$ cat src/rtl/bpu_frame_pkg.sv
// Shared definitions for the BPU frame format: sync word, header field positions
// and the receive deframer state encoding.
package bpu_frame_pkg;

    localparam logic [31:0] SYNC_WORD_DEF = 32'hEB90_146F;

    localparam int SYNC_HI = 63;
    localparam int SYNC_LO = 32;
    localparam int SEQ_HI  = 31;
    localparam int SEQ_LO  = 16;
    localparam int LEN_HI  = 15;
    localparam int LEN_LO  = 0;

    localparam int LEN_W = 16;

    typedef enum logic [1:0] {
        HUNT    = 2'd0,
        PAYLOAD = 2'd1,
        TRAILER = 2'd2
    } state_e;

endpackage

$ cat src/rtl/bpu_sat_counter.sv
// Saturating up-counter with a synchronous clear that wins over increment.
module bpu_sat_counter #(
    parameter int WIDTH = 16
) (
    input  logic             clk_i,
    input  logic             rst_ni,
    input  logic             clr_i,
    input  logic             inc_i,
    output logic [WIDTH-1:0] count_o
);

    logic [WIDTH-1:0] count_q;
    logic [WIDTH-1:0] count_d;

    always_comb begin
        count_d = count_q;
        if (clr_i) begin
            count_d = '0;
        end else if (inc_i && (count_q != '1)) begin
            count_d = count_q + 1'b1;
        end
    end

    always_ff @(posedge clk_i or negedge rst_ni) begin
        if (!rst_ni) begin
            count_q <= '0;
        end else begin
            count_q <= count_d;
        end
    end

    assign count_o = count_q;

endmodule

$ cat src/rtl/bpu_rx_deframer.sv
// Receive deframer: hunts for the sync header, strips header/trailer, forwards
// payload on AXI4-Stream with a per-frame checksum flag, and keeps error counters.
module bpu_rx_deframer
    import bpu_frame_pkg::*;
#(
    parameter int          DATA_WIDTH = 64,
    parameter logic [31:0] SYNC_WORD  = SYNC_WORD_DEF,
    parameter int          MAX_LEN    = 256
) (
    input  logic                  sys_clk,
    input  logic                  sys_rst_n,
    input  logic [DATA_WIDTH-1:0] s_axis_tdata,
    input  logic                  s_axis_tvalid,
    output logic                  s_axis_tready,
    output logic [DATA_WIDTH-1:0] m_axis_tdata,
    output logic                  m_axis_tvalid,
    input  logic                  m_axis_tready,
    output logic                  m_axis_tlast,
    output logic                  m_axis_tuser,
    input  logic                  cnt_clr,
    output logic [31:0]           frame_cnt,
    output logic [15:0]           chk_err_cnt,
    output logic [15:0]           len_err_cnt,
    output logic [15:0]           seq_err_cnt
);

    localparam logic [LEN_W-1:0] MAX_LEN_L = LEN_W'(MAX_LEN);

    state_e                  state_q;
    state_e                  state_d;
    logic                    alive_q;
    logic [LEN_W-1:0]        len_q;
    logic [LEN_W-1:0]        cnt_q;
    logic [DATA_WIDTH-1:0]   csum_q;
    logic [15:0]             last_seq_q;
    logic                    seq_seen_q;
    logic [DATA_WIDTH-1:0]   tdata_q;
    logic                    tvalid_q;
    logic                    tlast_q;
    logic                    tuser_q;
    logic                    held_q;

    logic                    accept;
    logic                    is_sync;
    logic [15:0]             hdr_seq;
    logic [LEN_W-1:0]        hdr_len;
    logic                    len_ok;
    logic                    last_word;
    logic                    hdr_take;
    logic                    pl_take;
    logic                    tr_take;
    logic                    chk_ok;
    logic                    inc_frame;
    logic                    inc_chk;
    logic                    inc_len;
    logic                    inc_seq;

    assign accept    = s_axis_tvalid && s_axis_tready;
    assign is_sync   = (s_axis_tdata[SYNC_HI:SYNC_LO] == SYNC_WORD);
    assign hdr_seq   = s_axis_tdata[SEQ_HI:SEQ_LO];
    assign hdr_len   = s_axis_tdata[LEN_HI:LEN_LO];
    assign len_ok    = (hdr_len != '0) && (hdr_len <= MAX_LEN_L);
    assign last_word = (cnt_q == (len_q - 1'b1));
    assign chk_ok    = (s_axis_tdata == csum_q);

    assign hdr_take  = accept && (state_q == HUNT) && is_sync && len_ok;
    assign pl_take   = accept && (state_q == PAYLOAD);
    assign tr_take   = accept && (state_q == TRAILER);

    assign inc_len   = accept && (state_q == HUNT) && is_sync && !len_ok;
    assign inc_seq   = hdr_take && seq_seen_q && (hdr_seq != (last_seq_q + 16'd1));
    assign inc_frame = tr_take && chk_ok;
    assign inc_chk   = tr_take && !chk_ok;

    // FSM: state register
    always_ff @(posedge sys_clk or negedge sys_rst_n) begin
        if (!sys_rst_n) begin
            state_q <= HUNT;
        end else begin
            state_q <= state_d;
        end
    end

    // FSM: next state
    always_comb begin
        state_d = state_q;
        case (state_q)
            HUNT:    if (hdr_take) state_d = PAYLOAD;
            PAYLOAD: if (pl_take && last_word) state_d = TRAILER;
            TRAILER: if (tr_take) state_d = HUNT;
            default: state_d = HUNT;
        endcase
    end

    // FSM: outputs; input is held off until the first clock after reset release
    always_comb begin
        s_axis_tready = 1'b0;
        if (alive_q) begin
            case (state_q)
                HUNT:    s_axis_tready = 1'b1;
                PAYLOAD: s_axis_tready = !held_q && (!tvalid_q || m_axis_tready);
                TRAILER: s_axis_tready = 1'b1;
                default: s_axis_tready = 1'b0;
            endcase
        end
    end

    always_ff @(posedge sys_clk or negedge sys_rst_n) begin
        if (!sys_rst_n) begin
            alive_q    <= 1'b0;
            len_q      <= '0;
            cnt_q      <= '0;
            csum_q     <= '0;
            last_seq_q <= '0;
            seq_seen_q <= 1'b0;
            tdata_q    <= '0;
            tvalid_q   <= 1'b0;
            tlast_q    <= 1'b0;
            tuser_q    <= 1'b0;
            held_q     <= 1'b0;
        end else begin
            alive_q <= 1'b1;
            if (hdr_take) begin
                len_q      <= hdr_len;
                csum_q     <= s_axis_tdata;
                cnt_q      <= '0;
                last_seq_q <= hdr_seq;
                seq_seen_q <= 1'b1;
            end
            if (pl_take) begin
                csum_q  <= csum_q ^ s_axis_tdata;
                cnt_q   <= cnt_q + 1'b1;
                tdata_q <= s_axis_tdata;
                tlast_q <= 1'b0;
                tuser_q <= 1'b0;
                // The final word waits in the slot until its trailer verdict arrives
                if (last_word) begin
                    tvalid_q <= 1'b0;
                    held_q   <= 1'b1;
                end else begin
                    tvalid_q <= 1'b1;
                end
            end else if (tr_take) begin
                tvalid_q <= 1'b1;
                tlast_q  <= 1'b1;
                tuser_q  <= !chk_ok;
                held_q   <= 1'b0;
            end else if (tvalid_q && m_axis_tready) begin
                tvalid_q <= 1'b0;
            end
        end
    end

    assign m_axis_tdata  = tdata_q;
    assign m_axis_tvalid = tvalid_q;
    assign m_axis_tlast  = tlast_q;
    assign m_axis_tuser  = tuser_q;

    bpu_sat_counter #(.WIDTH(32)) u_frame_cnt (
        .clk_i   (sys_clk),
        .rst_ni  (sys_rst_n),
        .clr_i   (cnt_clr),
        .inc_i   (inc_frame),
        .count_o (frame_cnt)
    );

    bpu_sat_counter #(.WIDTH(16)) u_chk_err_cnt (
        .clk_i   (sys_clk),
        .rst_ni  (sys_rst_n),
        .clr_i   (cnt_clr),
        .inc_i   (inc_chk),
        .count_o (chk_err_cnt)
    );

    bpu_sat_counter #(.WIDTH(16)) u_len_err_cnt (
        .clk_i   (sys_clk),
        .rst_ni  (sys_rst_n),
        .clr_i   (cnt_clr),
        .inc_i   (inc_len),
        .count_o (len_err_cnt)
    );

    bpu_sat_counter #(.WIDTH(16)) u_seq_err_cnt (
        .clk_i   (sys_clk),
        .rst_ni  (sys_rst_n),
        .clr_i   (cnt_clr),
        .inc_i   (inc_seq),
        .count_o (seq_err_cnt)
    );

endmodule

$ cat config.mk
export PLATFORM = sky130hd
export DESIGN_NAME = bpu_rx_deframer
export DESIGN_NICKNAME = d
export VERILOG_FILES = /design/src/rtl/bpu_frame_pkg.sv /design/src/rtl/bpu_sat_counter.sv /design/src/rtl/bpu_rx_deframer.sv
export SDC_FILE = /design/constraint.sdc
export NUM_CORES = 1
export LEC_CHECK = 0
export CAP_MARGIN = 20
export CORE_MARGIN = 5
export CORE_UTILIZATION = 40
export DETAILED_ROUTE_END_ITERATION = 10
export GPL_TIMING_DRIVEN = 1
export PLACE_DENSITY = 0.59
export SKIP_CTS_REPAIR_TIMING = 1
export SLEW_MARGIN = 20
export SYNTH_ARGS = -nofsm -noshare
export SYNTH_HDL_FRONTEND = slang
export SYNTH_SLANG_ARGS = --single-unit
$ cat constraint.sdc
create_clock -name sys_clk -period 4.45 [get_ports sys_clk]
set_clock_uncertainty 0.1 [all_clocks]
set_input_delay 0.445 -clock sys_clk [delete_from_list [all_inputs] [get_ports sys_clk]]
set_output_delay 0.445 -clock sys_clk [all_outputs]
set_load 0.005 [all_outputs]
==> impl_results.md <==
* Final Max Tran Viols at 0
* GR Util All Layers at 20.3%
* RSZ-0062 raised after global routing: false
* Most common cell in the netlist: nand2_1
* HP Start: cnt_clr
* Starting density of the core at 40.1%
* Met3 wire len at 2020 µm
* Synth Area in Simple Gates at 25.6%
* Synth-to-layout area growth at 27.5%
* RR Startpoint: len_q[2]
* Seq. cell area at 6610 µm²
* Total gr overflow at 0
* Synth cell types at 61
* Synth warnings at 0
* Remaining DRCs at 0
* Buffers on Ports at 216
* Place WS at 0.677 ns
* Final WS setup at 1.14 ns
* Worst reg2reg setup slack at 1.14 ns
* Largest family of logic cells by synthesized area: simple AND/OR/NAND/NOR gates
* Max clock buf depth at 3
* Combinational Power Share at 5.0%
* Required time worst endpoint at 4.78 ns
* Arr. time, crit path at 3.65 ns
* Pin count of the biggest net entering global routing at 109
* TritonCTS clock tree: done
* # Max-Cap Violations at 0
* Number of diodes at 0
* Antenna violations before repair at 0
* Wirelength per Cell at 18.2 µm
* Area occupied by multi-input gates at 6780 µm²
* Ys async rst share at 100%
* Post-route ant nets at 0
* Die width at 195 µm
* Synth top area cells: dfrtp_1 48%, nand2_1 7.3%, xnor2_1 6.8%, mux2_2 3.6%, a21oi_1 3.5%
* WS Path Type: reg2reg
* Synthesized cell area at 13800 µm²
* Post-synthesis adder-cell area fraction at 0.636%
* Worst Setup Start Kind: flop
* Top Metal Used: met4
* Achievable Freq at 302 MHz
* Mux contribution to synthesized area at 3.96%
* Flop pwr share at 45.8%
* Post-synth EDFFs at 0
* Worst min-delay path category: in2reg
* Final period util at 74.4%
* CORE AREA at 34300 µm²
* Commonest cells in the netlist: 266 x nand2_1, 264 x dfrtp_1, 107 x xnor2_1
* Cell leakage power at 7.45 nW
* Vias per cell at 5.35
* Register area share after synthesis at 48.0%
* Crit path capture type: flop
* Sw Ratio at 22.4%
* Switching pwr at 1.18 mW
* Setup TNS after final layout at 0 ns
* R2R depth at 7
* Min Tclk post-route at 3.31 ns
* First-pass detailed-route iteration total at 5
* Non-filler cells, final at 2189
* Detailed Place HPWL at 28200 µm
* Die ar. at 38200 µm²
* WHS Endpoint: u_frame_cnt.count_o[26]
* Clock Latency Late Sink at 0.56 ns
* Primary FF master, synth: dfrtp_1
* Die Span Y at 195 µm
* Nets at 1789
* Fill count at 3149
* Clk slew on worst S/H paths at 0.06 ns
* Hold Path Depth at 2
* Int Pwr at 4.07 mW
* CTS buffer count at 30
* Met2 wire len at 18900 µm
* Final WL at 39800 µm
* Share of layout cells above drive strength 1 at 8.54%
* Post-Synthesis Cells at 1509
* Leading area contributor after synthesis: dfrtp_1
* Post-synth top area share at 48.0%
* Worst r2r dst: state_q[0]
* Slew margin rel. at 46.5%
* VDD IR max at 274 µV
* Metal1 wirelength at 17800 µm
* Power Density at 299 nW/µm²
* Mapped Avg Cell Area at 9.12 µm²
* DRT iter0 DRCs at 859
* Post-synthesis net count at 1585
* Vias at 11700
* Final hold violation count at 0
* Gpl congestion at 0.873
* Clock power share at 49.2%
* Standard-cell row count at 68
* Post-synthesis compound-gate area fraction at 9.57%
* DP Cell Count at 2135
* H-tree levels at 1
* Final setup vio count at 0
* Maximum fanout along the worst path at 8
* Synthesized-area fraction occupied by xor and xnor cells at 9.29%
* Vias in the first global route at 11300
* Worst-Margin Slew at 0.796 ns
* Root buffer cell: clkbuf_16
* I/O pin count at 217
* Number of synthesized register bits at 264
* Status: complete, no violations
* Sink Count at 264
* First-pass GRT wire length at 64000 µm
==> flip-flops by register name, indices dropped and copies added, names as in the netlist <==
name / flops
held_q: 1
u_frame_cnt.count_o: 32
len_q: 16
m_axis_tuser: 1
u_seq_err_cnt.count_o: 16
m_axis_tvalid: 1
seq_seen_q: 1
csum_q: 64
state_q: 2
m_axis_tdata: 64
u_chk_err_cnt.count_o: 16
cnt_q: 16
m_axis_tlast: 1
alive_q: 1
last_seq_q: 16
u_len_err_cnt.count_o: 16
==> cells by family (layout without fill, tap and decap cells) <==
group                      Yosys count  after routing
buffers and inverters              102            327
xor gates and xnor gates           146            146
DFF                                264            264
and+or+nand+nor                    710            710
muxes                               49             49
adders and majority gates            7              7
AOI/OAI and AO/OA                  230            230
other                                1              1
==> power by group through the flow <==
stage | Combinational [mW] | Clock [mW] | Sequential (mW)
after floorplan | 0.0814 | 0 | 2.45
after global placement | 0.266 | 0 | 2.45
after detailed placement | 0.266 | 0 | 2.45
after CTS | 0.267 | 2.65 | 2.40
after global routing | 0.289 | 2.73 | 2.40
final | 0.261 | 2.58 | 2.40
==> cells in the final DEF (no fill, tap or decap), drive strengths merged, types with 6 or more instances in the layout <==
| cell type | n |
|---|---|
| a21oi | 95 |
| a31o | 6 |
| a31oi | 14 |
| and2 | 15 |
| and3 | 21 |
| and4 | 6 |
| buf | 37 |
| clkbuf | 41 |
| clkdlybuf4s50 | 214 |
| clkinv | 6 |
| dfrtp | 264 |
| ha | 7 |
| inv | 22 |
| mux2 | 44 |
| nand2 | 266 |
| nand2b | 10 |
| nand3 | 65 |
| nand4 | 64 |
| nand4b | 6 |
| nor2 | 104 |
| nor2b | 28 |
| nor3 | 31 |
| nor4 | 32 |
| nor4b | 6 |
| o211ai | 6 |
| o21ai | 72 |
| o31ai | 14 |
| or3 | 20 |
| or4 | 15 |
| xnor2 | 107 |
| xor2 | 39 |
==> critical path: stages, from the launching register on <==
cell and delay, ns:
dfrtp_1 0.47, nor4_2 0.70, nand3_1 0.30, or4b_1 0.52
o211ai_1 0.09, a21oi_1 0.09, or4_1 0.62, a32o_1 0.30
==> metrics by stage <==
step	utilization, %	hold slack [ns]	cell area (µm²)	total power, mW
final	51.2	0.255	17500	5.24
after global routing	51.2	0.280	17500	5.42
after CTS	51.1	-0.154	17500	5.32
after detailed placement	48.2	0.362	16500	2.71
after global placement	48.2	0.360	16500	2.71
after floorplan	-	0.0494	13800	2.53
==> how the worst max path moves through the flow <==
stage	start	endpoint	slack (ns)	depth (start not counted)
after floorplan	s_axis_tdata[3]	u_seq_err_cnt.count_o[11]	1.40	8
after CTS	len_q[2]	state_q[0]	1.14	7
after global placement	s_axis_tdata[7]	u_seq_err_cnt.count_o[11]	0.66	8
after global routing	len_q[2]	state_q[0]	0.85	7
after detailed placement	s_axis_tdata[7]	u_seq_err_cnt.count_o[11]	0.68	8
final	len_q[2]	state_q[0]	1.14	7
==> area by class of cell <==
cell class / count / share of cell area [%]
clock buffers: 41 / 4.86
clock inverters: 12 / 0.963
inverters: 22 / 0.471
multi-input cells: 1143 / 38.6
flip-flops and latches: 264 / 37.6
well taps: 455 / 3.24
repair buffers: 252 / 14.2
==> routing by layer <==
metal | GRT usage [%] | vias up
met3 | 3.12 | 64
met4 | 5.40 | 0
met5 | 0 | -
met1 | 28.2 | 5680
met2 | 33.3 | 287
li1 | - | 5690
No activity file was read; power rests on OpenSTA's default activity.
